==> src/rtl/param_datapath.sv <==
// rtl/param_datapath.sv - register-file / RAM / ALU datapath with a 4-state command FSM
// Optional status flags are enabled by defining PARAM_DATAPATH_FLAGS_EN.
module param_datapath #(
  parameter int DATA_W = 16,
  parameter int RF_AW  = 4,
  parameter int D_AW   = 8
) (
  input  logic              Clock,
  input  logic              Resetn,
  input  logic              Cmd_valid,
  output logic              Cmd_ready,
  input  logic [1:0]        Cmd_op,
  input  logic [2:0]        ALU_s0,
  input  logic [RF_AW-1:0]  RF_W_Addr,
  input  logic [RF_AW-1:0]  RF_Ra_Addr,
  input  logic [RF_AW-1:0]  RF_Rb_Addr,
  input  logic [D_AW-1:0]   D_Addr,
  output logic              Done,
  output logic [DATA_W-1:0] ALU_inA,
  output logic [DATA_W-1:0] ALU_inB,
  output logic [DATA_W-1:0] ALU_out,
  output logic [1:0]        Flags
);

  localparam int RF_N  = 1 << RF_AW;
  localparam int MEM_N = 1 << D_AW;

  localparam logic [1:0] OP_NOP   = 2'd0;
  localparam logic [1:0] OP_LOAD  = 2'd1;
  localparam logic [1:0] OP_STORE = 2'd2;
  localparam logic [1:0] OP_ALU   = 2'd3;

  typedef enum logic [1:0] {IDLE, EXEC, MEM, WB} state_e;

  state_e             state_q;
  logic               ready_q;
  logic               done_q;
  logic [1:0]         op_q;
  logic [2:0]         sel_q;
  logic [RF_AW-1:0]   w_q;
  logic [RF_AW-1:0]   ra_q;
  logic [RF_AW-1:0]   rb_q;
  logic [D_AW-1:0]    da_q;
  logic [DATA_W-1:0]  ina_q;
  logic [DATA_W-1:0]  inb_q;
  logic [DATA_W-1:0]  out_q;
  logic [DATA_W-1:0]  rdata_q;
  logic [DATA_W-1:0]  rf_q  [RF_N];
  logic [DATA_W-1:0]  mem_q [MEM_N];

  logic [DATA_W-1:0]  opa;
  logic [DATA_W-1:0]  opb;
  logic [DATA_W-1:0]  alu_res;

  // Operands always come from the pre-write register contents, so W==Ra/Rb reads old values.
  assign opa = rf_q[ra_q];
  assign opb = rf_q[rb_q];

  always_comb begin
    alu_res = '0;
    case (sel_q)
      3'd0: alu_res = opa;
      3'd1: alu_res = opa + opb;
      3'd2: alu_res = opa - opb;
      3'd3: alu_res = opa & opb;
      3'd4: alu_res = opa | opb;
      3'd5: alu_res = opa ^ opb;
      3'd6: alu_res = ~opa;
      3'd7: alu_res = opa << 1;
      default: alu_res = '0;
    endcase
  end

  always_ff @(posedge Clock) begin
    if (!Resetn) begin
      state_q <= IDLE;
      ready_q <= 1'b1;
      done_q  <= 1'b0;
      op_q    <= OP_NOP;
      sel_q   <= '0;
      w_q     <= '0;
      ra_q    <= '0;
      rb_q    <= '0;
      da_q    <= '0;
      ina_q   <= '0;
      inb_q   <= '0;
      out_q   <= '0;
      for (int i = 0; i < RF_N; i++) begin
        rf_q[i] <= '0;
      end
    end else begin
      done_q <= 1'b0;
      case (state_q)
        IDLE: begin
          if (Cmd_valid && ready_q) begin
            op_q  <= Cmd_op;
            sel_q <= ALU_s0;
            w_q   <= RF_W_Addr;
            ra_q  <= RF_Ra_Addr;
            rb_q  <= RF_Rb_Addr;
            da_q  <= D_Addr;
            case (Cmd_op)
              OP_NOP: done_q <= 1'b1;
              OP_LOAD: begin
                state_q <= MEM;
                ready_q <= 1'b0;
              end
              OP_STORE, OP_ALU: begin
                state_q <= EXEC;
                ready_q <= 1'b0;
              end
            endcase
          end
        end
        EXEC: begin
          // For STORE the observed result is the word written to RAM.
          ina_q <= opa;
          inb_q <= opb;
          out_q <= (op_q == OP_ALU) ? alu_res : opa;
          if (op_q == OP_ALU) begin
            rf_q[w_q] <= alu_res;
          end
          state_q <= IDLE;
          ready_q <= 1'b1;
          done_q  <= 1'b1;
        end
        MEM: begin
          state_q <= WB;
        end
        WB: begin
          rf_q[w_q] <= rdata_q;
          state_q   <= IDLE;
          ready_q   <= 1'b1;
          done_q    <= 1'b1;
        end
      endcase
    end
  end

  // RAM has no reset; a write is suppressed on any edge where reset is asserted.
  always_ff @(posedge Clock) begin
    rdata_q <= mem_q[da_q];
    if (Resetn && state_q == EXEC && op_q == OP_STORE) begin
      mem_q[da_q] <= opa;
    end
  end

`ifdef PARAM_DATAPATH_FLAGS_EN
  logic [DATA_W:0] sum_ext;
  logic            alu_carry;
  logic [1:0]      flags_q;

  assign sum_ext = {1'b0, opa} + {1'b0, opb};

  always_comb begin
    alu_carry = 1'b0;
    case (sel_q)
      3'd1: alu_carry = sum_ext[DATA_W];
      3'd2: alu_carry = (opa < opb);
      3'd7: alu_carry = opa[DATA_W-1];
      default: alu_carry = 1'b0;
    endcase
  end

  always_ff @(posedge Clock) begin
    if (!Resetn) begin
      flags_q <= 2'b00;
    end else if (state_q == EXEC && op_q == OP_ALU) begin
      flags_q <= {(alu_res == '0), alu_carry};
    end
  end

  assign Flags = flags_q;
`else
  assign Flags = 2'b00;
`endif

  assign Cmd_ready = ready_q;
  assign Done      = done_q;
  assign ALU_inA   = ina_q;
  assign ALU_inB   = inb_q;
  assign ALU_out   = out_q;

endmodule
==> config.mk <==
export PLATFORM = sky130hd
export DESIGN_NAME = param_datapath
export DESIGN_NICKNAME = d
export VERILOG_FILES = /design/src/rtl/param_datapath.sv
export SDC_FILE = /design/constraint.sdc
export NUM_CORES = 2
export LEC_CHECK = 0
export CAP_MARGIN = 20
export CORE_MARGIN = 2
export CORE_UTILIZATION = 45
export CTS_BUF_LIST = sky130_fd_sc_hd__clkbuf_4
export CTS_CLUSTER_DIAMETER = 40
export DETAILED_ROUTE_END_ITERATION = 7
export SETUP_SLACK_MARGIN = 0.2
export SKIP_LAST_GASP = 1
export SLEW_MARGIN = 25
export SYNTH_ARGS = -nofsm -noshare
export SYNTH_HDL_FRONTEND = slang
export SYNTH_MEMORY_MAX_BITS = 65536
export SYNTH_SLANG_ARGS = --single-unit
==> constraint.sdc <==
create_clock -name Clock -period 7.85 [get_ports Clock]
set_clock_uncertainty 0.05 [all_clocks]
set_input_delay 0.785 -clock Clock [delete_from_list [all_inputs] [get_ports Clock]]
set_output_delay 0.785 -clock Clock [all_outputs]
set_load 0.01 [all_outputs]
==> qor.yml <==
route:
  via_per_inst: 6.01
  dr.pass1.iters: 6
  first_iter_violations: 11600
  met2_length_mm: 232
  wl_met3_mm: 48.0
  drc_errors: 0
  wire_per_inst_um: 32.1
  routed.top_layer: "met5"
  wl_met1_mm: 190
  vias: 91100
  ant_nets: 0
  routed_wl_mm: 487
layout:
  design_area_sq_mm: 0.200
  syn2layout_area_growth_pct: 14.0
  layout_commonest_cell: "edfxtp_1"
  layout-drive-gt1-share: 0.404
  nets: 9275
  fill_cells: 31000
  final_cell_mix: "edfxtp_1, clkbuf_4, mux4_2"
  utilization: 0.515
synth:
  syn_inst: 7902
  syn-cell-area_sq_mm: 0.175
  ys_seq_elements: 4453
  synth_edf_count: 4352
  synth_warnings: 0
  syn_area_per_cell_sq_um: 22.2
  ys.flop_type: "edfxtp_1"
  yosysUniqueCellTypes: 74
  yosysSeqAreaShare: 0.756
  synthArstFlopShare: 0
floorplan:
  initial_core_util: 0.452
  die_x_um: 628
  pin_count: 80
  std_cell_rows: 229
  dieArea_sq_mm: 0.395
  core_area_sq_mm: 0.389
  chipHeight_um: 628
grt:
  antenna_found_initial: 38
  grt_pass1_wl_mm: 687
  grt_max_degree: 216
  grt_pass1_vias: 93400
  grt_usage: 0.248
  gr-total-overflow: 0
timing:
  rsz0062_at_grt: "false"
  final-setup-viol-count: 0
  worstMarginPinSlew_ns: 1.14
  relSlewSlack: 0.232
  finalSetupTns_ns: 0
  period_share: 0.788
  period_minus_slack_ns: 6.18
  hold_viol_final: 0
  timing.hold.ws_ns: 0.239
  fmax_ghz: 0.162
  maxSlewViolCount: 0
critical_path:
  crit_type: "flop to flop"
  cp_slowest_cell: "dfxtp_4"
  worstPathCellList: "mux4_1, mux4_2, inv_1, ha_1, and3_1, and3_1, nand2_1, o21ai_0, xnor2_1, ha_1, nand4_1, a311oi_1, o21ai_0, xor2_1, o2bb2ai_1, a41oi_2, nor2_1"
  start_kind: "flop"
  path_delay_family: "compound AO/OA/AOI/OAI gates"
  cp.required_ns: 9.13
  crit_fanout: 43
  reg2reg_slack_ns: 1.67
  worst-endpoint-arrival_ns: 7.47
  cp_num_buf_inv: 1
  cp-end-kind: "flop"
  cpPeakStageDelay_ns: 0.91
cts:
  holdBufCountCts: 36
  numCtsBuffers: 1213
  path_clk_slew_ns: 0.07
  post_cts.resized_instances: 0
  cts_max_level: 7
  cts_root_buffer: "clkbuf_4"
  cts_tree: "done"
  cts_setup_buffers: 0
  clockBufferDepth: 5
  clock-sinks: 4453
  clock_latency_ns: 1.75
pwr:
  p_leak_nw: 62.6
  powerDensity_mw_per_mm2: 259
  ir_worst_vdd_mv: 0.220
placed_design:
  placedInstanceArea_sq_mm: 0.185
  gp_congestion: 0.849
  port_buffers: 77
  dpl.hpwl_mm: 282
run:
  drv_cap: 0
outcome:
  status: "finished clean"
hold_path:
  min_path_type: "primary input to flop"
layout make-up:
type / instances / area (sq um) / area share
Clock inverter: 250 / 1420 / 0.00709
Inverter: 46 / 176 / 0.000882
Tap cell: 5197 / 6500 / 0.0325
Multi-Input combinational cell: 2916 / 41500 / 0.207
Clock buffer: 1691 / 12700 / 0.0635
Sequential cell: 4453 / 133000 / 0.664
Antenna cell: 23 / 57.6 / 0.000288
Timing Repair Buffer: 567 / 4940 / 0.0247
worst paths after layout:
kind            endpoint        from  cells past startpoint
max          rf_q[9][13]        flop                     17
min              da_q[3]   D_Addr[3]                      4
max reg2reg  rf_q[9][13]        flop                     17
min reg2reg   ALU_inA[2]  ALU_inA[2]                      2
routing by layer:
| layer | track usage | up-vias |
|---|---|---|
| li1 | - | 36600 |
| met1 | 0.337 | 48600 |
| met2 | 0.382 | 5037 |
| met3 | 0.0676 | 784 |
| met4 | 0.0998 | 12 |
| met5 | 0 | - |
synth_stat cells, drive strengths merged, types with 29 or more instances:
master / n / area share
a21oi: 120 / 0.0034
a22oi: 46 / 0.0020
a31oi: 29 / 0.0014
buf: 220 / 0.0061
clkbuf: 268 / 0.0057
dfxtp: 101 / 0.012
edfxtp: 4352 / 0.74
ha: 49 / 0.0035
inv: 44 / 0.00094
mux2i: 39 / 0.0022
mux4: 1448 / 0.19
nand2: 231 / 0.0050
nand3: 54 / 0.0015
nor2: 588 / 0.013
o21ai: 39 / 0.0011
logic make-up (layout without fill, tap and decap cells):
logic type | after synthesis | in the layout | share of synthesized area
XOR/XNOR | 22 | 22 | 0.00110
AND/OR/NAND/NOR | 977 | 977 | 0.0227
multiplexers | 1506 | 1506 | 0.190
AO/OA/AOI/OAI | 357 | 357 | 0.0138
buffers and inverters | 534 | 2554 | 0.0128
other | 1 | 25 | 0.0000214
adder cells (fa/ha/maj) | 52 | 52 | 0.00372
flip-flops | 4453 | 4453 | 0.756
sequential cells by signal, indices dropped and copies added, names as in the netlist, named ones only:
register	cells
Cmd_ready	1
rdata_q	16
sel_q	3
da_q	8
rf_q	256
ALU_out	16
ra_q	4
op_q	2
w_q	4
state_q	2
rb_q	4
Done	1
ALU_inB	16
mem_q	4096
ALU_inA	16
where the power goes:
group | total, mW | switching (mW) | internal (mW)
combinational | 5.10 | 3.46 | 1.64
sequential | 27.2 | 0.150 | 27.0
clock | 19.5 | 9.10 | 10.4
total | 51.7 | 12.7 | 39.0
through the flow:
stage	setup slack, ns	total power [mW]	instances
6_report	1.67	51.7	15100
2_1_floorplan	1.63	30.6	7903
4_1_cts	1.73	52.2	15100
3_3_place_gp	1.81	32.6	13100
5_1_grt	1.28	53.8	15100
3_5_place_dp	1.77	32.7	13100
worst min-delay path: stages:
cell and delay, ns:
dlygate4sd3_1 0.53, clkdlybuf4s50_1 0.48, nand2_1 0.08, a21oi_1 0.05
Note: power is estimated with default switching activity, not from simulation.
